<file path="src/rtl/bc6502_bus_pkg.sv">
// Shared types and constants for the bc6502 external memory bus.
package bc6502_bus_pkg;

  // Who owns the current bus slot.
  typedef enum logic {
    OWN_CPU = 1'b0,
    OWN_DMA = 1'b1
  } owner_e;

  localparam logic RW_READ  = 1'b1;
  localparam logic RW_WRITE = 1'b0;

  // Address bit that splits RAM (low half) from ROM (high half).
  localparam int RAM_SEL_BIT = 15;

endpackage

</file>
<file path="src/rtl/bc6502_bus_arbiter.sv">
// Slot-by-slot arbiter between the bc6502 CPU and a single DMA requester.
// DMA only steals CPU read slots (the CPU is held with rdy); after DMA_MAX
// back-to-back DMA slots one CPU slot is forced before the next grant.
module bc6502_bus_arbiter
  import bc6502_bus_pkg::*;
#(
  parameter int AW      = 16,
  parameter int DW      = 8,
  parameter int DMA_MAX = 4
) (
  input  logic          clk,
  input  logic          reset,
  input  logic [AW-1:0] cpu_ma,
  input  logic          cpu_rw,
  input  logic [DW-1:0] cpu_do,
  output logic [DW-1:0] cpu_di,
  output logic          cpu_rdy,
  input  logic          dma_req,
  input  logic [AW-1:0] dma_addr,
  input  logic          dma_rw,
  input  logic [DW-1:0] dma_wdata,
  output logic          dma_ack,
  output logic [DW-1:0] dma_rdata,
  output logic [AW-1:0] mem_a,
  output logic          mem_rw,
  output logic [DW-1:0] mem_wdata,
  input  logic [DW-1:0] mem_rdata,
  output logic          ram_ce_n,
  output logic          rom_ce_n
);

  // Four bits cover the whole 1..15 range of DMA_MAX.
  localparam int            CW    = 4;
  localparam logic [CW-1:0] MAX_C = CW'(DMA_MAX);

  owner_e        owner;
  logic [CW-1:0] burst_cnt;
  logic [CW-1:0] burst_next;
  logic          grant;

  logic [AW-1:0] lat_addr;
  logic          lat_rw;
  logic [DW-1:0] lat_wdata;

  // Burst count as it stands after the current slot, and the grant decision for the next slot.
  always_comb begin
    // NOTE: every combinational output gets a default first so no path can infer a latch.
    burst_next = '0;
    if (owner == OWN_DMA) begin
      burst_next = (burst_cnt < MAX_C) ? burst_cnt + CW'(1) : burst_cnt;
    end
    // A CPU slot clears the count, so a pending request is granted right after the forced slot.
    grant = dma_req && (cpu_rw == RW_READ) && (burst_next < MAX_C);
  end

  // Owner FSM with registered rdy/ack, burst counter and DMA capture registers.
  always_ff @(posedge clk or posedge reset) begin
    if (reset) begin
      // NOTE: only control and capture registers are reset; the memories are outside this block.
      owner     <= OWN_CPU;
      burst_cnt <= '0;
      cpu_rdy   <= 1'b1;
      dma_ack   <= 1'b0;
      dma_rdata <= '0;
      lat_addr  <= '0;
      lat_rw    <= RW_READ;
      lat_wdata <= '0;
    end else begin
      // NOTE: non-blocking assignments so every register samples pre-edge values.
      burst_cnt <= burst_next;
      if (owner == OWN_DMA && lat_rw == RW_READ) begin
        dma_rdata <= mem_rdata;
      end
      if (grant) begin
        owner     <= OWN_DMA;
        cpu_rdy   <= 1'b0;
        dma_ack   <= 1'b1;
        lat_addr  <= dma_addr;
        lat_rw    <= dma_rw;
        lat_wdata <= dma_wdata;
      end else begin
        owner   <= OWN_CPU;
        cpu_rdy <= 1'b1;
        dma_ack <= 1'b0;
      end
    end
  end

  // Bus mux follows the slot owner; reset parks the bus in read so no write can slip out.
  assign mem_a     = (owner == OWN_DMA) ? lat_addr  : cpu_ma;
  assign mem_wdata = (owner == OWN_DMA) ? lat_wdata : cpu_do;
  assign mem_rw    = reset ? RW_READ : ((owner == OWN_DMA) ? lat_rw : cpu_rw);

  assign cpu_di = (owner == OWN_CPU && cpu_rw == RW_READ) ? mem_rdata : '0;

  assign ram_ce_n = mem_a[RAM_SEL_BIT];
  assign rom_ce_n = ~mem_a[RAM_SEL_BIT];

endmodule

</file>
<file path="config.mk">
export PLATFORM = sky130hd
export DESIGN_NAME = bc6502_bus_arbiter
export DESIGN_NICKNAME = d
export VERILOG_FILES = /design/src/rtl/bc6502_bus_pkg.sv /design/src/rtl/bc6502_bus_arbiter.sv
export SDC_FILE = /design/constraint.sdc
export NUM_CORES = 1
export LEC_CHECK = 0
export BUFFER_PORTS_ARGS = -buffer_cell sky130_fd_sc_hd__clkbuf_2
export CAP_MARGIN = 5
export CELL_PAD_IN_SITES_DETAIL_PLACEMENT = 2
export CELL_PAD_IN_SITES_GLOBAL_PLACEMENT = 2
export CORE_MARGIN = 8
export CORE_UTILIZATION = 30
export CTS_BUF_LIST = sky130_fd_sc_hd__clkbuf_8
export DETAILED_ROUTE_END_ITERATION = 6
export PLACE_DENSITY = 0.83
export SYNTH_ARGS = -nofsm -noshare
export SYNTH_HDL_FRONTEND = slang
export SYNTH_SLANG_ARGS = --single-unit
export TNS_END_PERCENT = 10
</file>
<file path="constraint.sdc">
create_clock -name clk -period 3.91 [get_ports clk]
set_input_delay 0 -clock clk [delete_from_list [all_inputs] [get_ports clk]]
set_output_delay 0 -clock clk [all_outputs]
set_load 0.1 [all_outputs]
</file>
==> impl_metrics.json, run 1 <==
{
  "final_nets": 333,
  "critical_path_peak_fanout": 19,
  "arrival_ns": 2.20,
  "setup_viol": 0,
  "p_per_area_nw_per_um2": 540,
  "ir_drop_mv": 0.318,
  "post_synth.cell_area_avg_um2": 14.6,
  "die_x_um": 95.9,
  "layout-drive-gt1-share": 0.640,
  "rsz0062_at_grt": "no",
  "cts_repair_resize_count": 0,
  "slew_headroom": 0.472,
  "gp_congestion": 0.699,
  "met2_length_mm": 3.45,
  "cts.clk_slew.worst_paths_ns": 0.09,
  "clkSinkCount": 39,
  "met1_length_mm": 2.41,
  "cp_num_buf_inv": 2,
  "crit_chain": "buf_4, mux2i_4, clkbuf_2",
  "wl_met3_um": 580,
  "core_area_um2": 6280,
  "min_period_ns": 2.20,
  "antenna_found_initial": 0,
  "grt_pass1_vias": 1919,
  "ys_warn_count": 0,
  "synth_fp_nets": 193,
  "cts_setup_buffers": 0,
  "mostFrequentLayoutCell": "clkbuf_2",
  "start_kind": "flop",
  "ant_nets": 0,
  "drt_pass1_iterations": 2,
  "slowest_delay_ns": 0.74,
  "io_pins": 106,
  "vias_per_cell": 4.52,
  "setup_slack_ns": 1.71,
  "via_count": 1579,
  "syn_inst": 131,
  "seqCellArea_um2": 978,
  "cts-root-buf": "clkbuf_8",
  "area_growth_pct": 55.1,
  "ys_seq_area_frac": 0.511,
  "cp.required_ns": 3.91,
  "diodes": 0,
  "leakage_nw": 1.49,
  "grt_max_degree": 41,
  "cap_violations": 0,
  "port_buffers": 105,
  "numCtsBuffers": 5,
  "dieArea_um2": 9200,
  "skew_ns": 0.00973,
  "path_class": "flop to output pin",
  "routed_wl_mm": 6.49,
  "slew_violations": 0,
  "fillers": 644,
  "place_hpwl_mm": 4.49,
  "highest_layer": "met4",
  "drtIter0Drc": 9,
  "fmax_ghz": 0.455,
  "die_y_um": 95.9,
  "path_delay_family": "buffers and inverters",
  "synth_top_cell_by_area": "dfrtp_1",
  "hold_viol": 0,
  "hp-class": "primary input to async pin",
  "drc": 0,
  "htree_levels": 2,
  "dpl_worst_slack_ns": 1.78,
  "multiInputGateArea_um2": 872,
  "crit_path_end_kind": "output pin",
  "synth_area_leaders": "dfrtp_1 (48%), mux2_2 (22%), mux2_4 (14%)",
  "tightest_slew_ns": 0.792,
  "cts_buffer_depth": 2,
  "cts_tree": "done",
  "initial_core_util": 0.305,
  "tns_ns": 0,
  "ys_ff_latch": 39,
  "final_core_util": 0.473,
  "grt_pass1_wl_mm": 10.4,
  "drt-wirelength-per-cell_um": 18.6,
  "grt_usage": 0.149,
  "mostFrequentLayoutCells": "clkbuf_2 (105), mux2_2 (38), dfrtp_1 (37)",
  "clock_latency_ns": 0.30,
  "status": "complete, no violations",
  "fin_crit_sh": 0.562,
  "rows": 29,
  "syn-cell-area_um2": 1920,
  "cpMaxStageDelayCell": "dfrtp_1",
  "synth_cell_type_count": 23,
  "synth_top_area_frac": 0.483,
  "overflow": 0
}
[final cells by class]
cell class              count  share of cell area
clock buffers               5              0.0232
well taps                  77              0.0324
flip-flops and latches     39               0.329
clock inverters             3              0.0215
repair buffers            141               0.296
inverters                   3             0.00379
multi-input cells          81               0.293
[sequential cells by signal, summed over array words and instances (netlist names)]
register   cells
cpu_rdy        1
owner          1
dma_rdata      8
lat_addr      16
burst_cnt      4
lat_rw         1
lat_wdata      8
[stage by stage]
step	cells	cell area [um^2]	hold WS (ns)	power (mW)
global placement	307	2500	0.137	1.16
finish	349	2970	0.356	1.60
detailed placement	307	2500	0.151	1.18
CTS	349	2970	0.365	1.62
global route	349	2970	0.424	1.67
floorplan	131	1930	0.148	1.07
[worst min-delay path, cell delays in order]
cell and delay, ns:
dlygate4sd3_1 0.53, clkbuf_2 0.10, inv_1 0.04, buf_4 0.42
[routing by layer]
layer / vias up / track usage
li1: 729 / -
met1: 781 / 0.156
met2: 67 / 0.274
met3: 2 / 0.0530
met4: 0 / 0.0384
met5: - / 0
[cell usage after synthesis]
cell      number
mux2_2        38
dfrtp_1       37
mux2_4        18
and2_1        10
buf_2          3
inv_1          3
nand2_1        3
buf_8          2
dfstp_2        2
nor2b_1        2
a21boi_0       1
a21oi_1        1
and3_1         1
buf_4          1
buf_6          1
clkbuf_1       1
ha_1           1
mux2i_1        1
nor2_1         1
o21a_1         1
o21ai_0        1
o31ai_1        1
xor2_1         1
[what timing repair did]
action                                  4_1_cts  5_1_grt
hold buffers                                 34        0
endpoints found under the setup margin        0        0
endpoints found under the hold margin        70        0
[power breakdown]
group | switching [mW] | leakage (nW) | internal [mW]
Combinational | 0.519 | 0.959 | 0.173
Sequential | 0.0415 | 0.464 | 0.469
Clock | 0.149 | 0.0695 | 0.253
Total | 0.709 | 1.49 | 0.894
[path summary, 6_finish.rpt]
path | startpoint | endpoint | slack, ns | depth (start not counted)
worst min register to register | lat_wdata[1] | lat_wdata[1] | 0.51 | 1
worst min-delay path | reset | lat_addr[6] | 0.36 | 4
max in group asynchronous | reset | cpu_rdy | 3.18 | 4
worst max register to register | burst_cnt[0] | lat_addr[14] | 1.77 | 4
min in group clk | cpu_rw | owner | 0.40 | 2
worst max-delay path | owner | rom_ce_n | 1.71 | 3
[kinds of logic (layout without fill, tap and decap cells)]
logic type,Yosys count,count (layout),share of synthesized area
simple gates,17,17,0.0503
flops,39,39,0.511
buf+inv,11,152,0.0411
xor+xnor,1,1,0.00457
compound gates,5,5,0.0170
fa+ha+maj,1,1,0.00653
mux,57,57,0.370
Note: power is estimated with default switching activity, not from simulation.
==> run 2, diff against run 1 <==
--- a/config.mk
+++ b/config.mk
@@ -5,15 +5,16 @@
 export SDC_FILE = /design/constraint.sdc
 export NUM_CORES = 1
 export LEC_CHECK = 0
+export ABC_AREA = 1
 export BUFFER_PORTS_ARGS = -buffer_cell sky130_fd_sc_hd__clkbuf_2
 export CAP_MARGIN = 5
 export CELL_PAD_IN_SITES_DETAIL_PLACEMENT = 2
 export CELL_PAD_IN_SITES_GLOBAL_PLACEMENT = 2
 export CORE_MARGIN = 8
-export CORE_UTILIZATION = 30
+export CORE_UTILIZATION = 21
 export CTS_BUF_LIST = sky130_fd_sc_hd__clkbuf_8
 export DETAILED_ROUTE_END_ITERATION = 6
-export PLACE_DENSITY = 0.83
+export PLACE_DENSITY = 0.74
 export SYNTH_ARGS = -nofsm -noshare
 export SYNTH_HDL_FRONTEND = slang
 export SYNTH_SLANG_ARGS = --single-unit
==> constraint.sdc (replaced) <==
create_clock -name clk -period 2 [get_ports clk]
set_input_delay 0 -clock clk [delete_from_list [all_inputs] [get_ports clk]]
set_output_delay 0 -clock clk [all_outputs]
set_load 0.1 [all_outputs]
==> run 2 against run 1 <==
Cell area rose by 19%. Sequential share of layout area fell by 5.2 points. Register-to-register slack got worse by 1.3 ns. Synthesized cell count is 95% higher. Combinational power is 110% higher. Largest power group unchanged. Highest routed layer unchanged. Area after synthesis increased by 0.85%. Final cell count is 44% higher. First-iteration DRC count grew to 5.8 times the previous value.
==> impl_metrics.json, run 2 <==
{
  "status": "complete, no violations",
  "arrival_ns": 1.82,
  "initial_core_util": 0.213,
  "rows": 35,
  "drt-wirelength-per-cell_um": 15.5,
  "slew_headroom": 0.623,
  "leakage_nw": 1.91,
  "min_period_ns": 1.82,
  "cap_violations": 0,
  "port_buffers": 105,
  "grt_max_degree": 40,
  "ys_ff_latch": 39,
  "crit_path_end_kind": "output pin",
  "mostFrequentLayoutCells": "nand2_1 (131), clkbuf_2 (70), dfrtp_1 (36)",
  "sw_frac_of_total": 0.447,
  "dpl.cell_count": 462,
  "reg_top3": "lat_addr (16), dma_rdata (8), lat_wdata (8)",
  "vias_per_cell": 4.26,
  "routed_wl_mm": 7.83,
  "syn_inst": 255,
  "synth_top_family_by_area": "simple AND/OR/NAND/NOR gates",
  "rsz0062_at_grt": "no",
  "tns_ns": 0,
  "async_flop_share": 1.00,
  "overflow": 0,
  "synth_cell_type_count": 20,
  "cts-root-buf": "clkbuf_8",
  "netlist_top_cells_count": "nand2_1 (131), dfrtp_1 (37), nand3_1 (26)",
  "p_per_area_nw_per_um2": 879,
  "cts_repair_resize_count": 0,
  "synth_compound_area_frac": 0.0324,
  "hold_viol": 0,
  "hp-class": "primary input to flop",
  "gp_congestion": 0.721,
  "grt_usage": 0.128,
  "ys_warn_count": 0,
  "clkSinkCount": 39,
  "cp_num_buf_inv": 2,
  "via_count": 2146,
  "layout-drive-gt1-share": 0.333,
  "fin_crit_sh": 0.911,
  "slowest_delay_ns": 0.55,
  "clock_latency_ns": 0.29,
  "cts_setup_buffers": 0,
  "seqPwrFrac": 0.312,
  "ir_drop_mv": 0.543,
  "ys.flop_type": "dfrtp_1",
  "place_hpwl_mm": 5.58,
  "critical_path_peak_fanout": 13,
  "skew_ns": 0.00858,
  "ys_seq_area_frac": 0.506,
  "antenna_found_initial": 0,
  "synth_area_leaders": "dfrtp_1 (48%), nand2_1 (25%), nand3_1 (6.7%)",
  "io_pins": 106,
  "die_x_um": 112,
  "largest_reg_flops": 16,
  "ant_nets": 0,
  "syn-cell-area_um2": 1930,
  "combPwrFrac": 0.470,
  "numCtsBuffers": 5,
  "regMostFlops": "lat_addr",
  "dieArea_um2": 12500,
  "post_synth.cell_area_avg_um2": 7.58,
  "cts_tree": "done",
  "htree_levels": 2,
  "grt_pass1_vias": 2547,
  "synth-xor-area-share": 0,
  "slew_violations": 0,
  "mostFrequentLayoutCell": "nand2_1",
  "die_y_um": 112,
  "cp.required_ns": 2.00,
  "drc": 0,
  "synth_adder_area_share": 0.00648,
  "synth_top_cell_by_area": "dfrtp_1",
  "tightest_slew_ns": 0.567,
  "synth_edf_count": 0,
  "final_nets": 454,
  "start_kind": "flop",
  "clkPwrFrac": 0.217,
  "drt_pass1_iterations": 4,
  "crit_chain": "inv_2, nand2_1, nor2_1, buf_12",
  "drtIter0Drc": 52,
  "cts.clk_slew.worst_paths_ns": 0.08,
  "grt_pass1_wl_mm": 13.0,
  "switchingPower_mw": 1.39,
  "yosys.area_share.simple": 0.376,
  "diodes": 0,
  "area_growth_pct": 83.2,
  "path_delay_family": "flip-flops",
  "hold_slack_ns": 0.302,
  "core_area_um2": 9060,
  "synth.most_common_cell": "nand2_1",
  "cpMaxStageDelayCell": "dfrtp_4",
  "path_class": "flop to output pin",
  "synthMuxAreaShare": 0,
  "p_int_mw": 1.72,
  "fmax_ghz": 0.549,
  "cts_buffer_depth": 2,
  "hold_buffers": 34,
  "setup_viol": 0,
  "fin_cells": 504,
  "synth_fp_nets": 317,
  "synth_top_area_frac": 0.479
}
==> run 2: cell count changes in the layout (fill, tap and decap cells not counted), moves of 4 or more <==
cell,before,now
o21ai_1,0,4
o21ai_0,1,5
nand3_1,0,26
and2_1,10,0
nor2_1,1,9
clkbuf_2,105,70
mux2_2,38,0
nand2_1,3,131
inv_1,4,12
buf_12,0,35
mux2_4,18,0
==> run 2: per-stage QoR <==
stage | instance area (um^2) | total power [mW] | utilization | worst slack (ns)
after floorplan | 1970 | 1.96 | - | -0.477
after global placement | 3080 | 2.38 | 0.340 | 0.453
after detailed placement | 3080 | 2.41 | 0.340 | 0.400
after CTS | 3540 | 3.15 | 0.390 | 0.0815
after global routing | 3540 | 3.25 | 0.390 | 0.0161
final | 3540 | 3.11 | 0.390 | 0.177
==> run 2: power groups by stage <==
stage          Sequential (mW)  Combinational, mW  Clock [mW]
3_5_place_dp             0.987               1.42           0
4_1_cts                  0.973               1.48       0.703
6_report                 0.971               1.46       0.676
5_1_grt                  0.985               1.53       0.732
2_1_floorplan             1.32              0.646           0
3_3_place_gp             0.982               1.40           0
==> run 2: cell families after synthesis <==
| kind of cell | after synthesis |
|---|---|
| compound gates | 12 |
| simple gates | 174 |
| flops | 39 |
| fa+ha+maj | 1 |
| buf+inv | 29 |
==> run 2: final timing paths <==
path | slack (ns) | from | to | cells after the start
hold reg to reg | 0.48 | lat_rw | lat_rw | 2
max in group asynchronous | 1.18 | reset | owner | 4
hold / removal | 0.30 | dma_req | cpu_rdy | 4
setup / recovery | 0.18 | owner | cpu_di[5] | 4
setup reg to reg | 0.44 | burst_cnt[0] | lat_addr[0] | 7
min in group asynchronous | 0.43 | reset | dma_rdata[0] | 4
==> run 2: final cells by class <==
class / count / area (um^2)
Clock buffer: 6 / 82.6
Clock inverter: 2 / 35.0
Fill cell: 1014 / 5530
Inverter: 16 / 63.8
Multi-Input combinational cell: 187 / 815
Sequential cell: 39 / 982
Tap cell: 111 / 139
Timing Repair Buffer: 143 / 1420
==> run 2: routing by layer <==
layer / vias up / track usage / wire, um
met4: 0 / 0.0219 / 30
met2: 62 / 0.246 / 4230
li1: 1053 / - / -
met1: 1029 / 0.128 / 2960
met3: 2 / 0.0498 / 604
met5: - / 0 / 0
==> run 2: worst reg2reg max path, delay by kind of cell (launching register included) <==
family,cells,cell delay (ns)
AND/OR/NAND/NOR,6,0.85
flip-flops,1,0.40
adder cells (fa/ha/maj),1,0.20
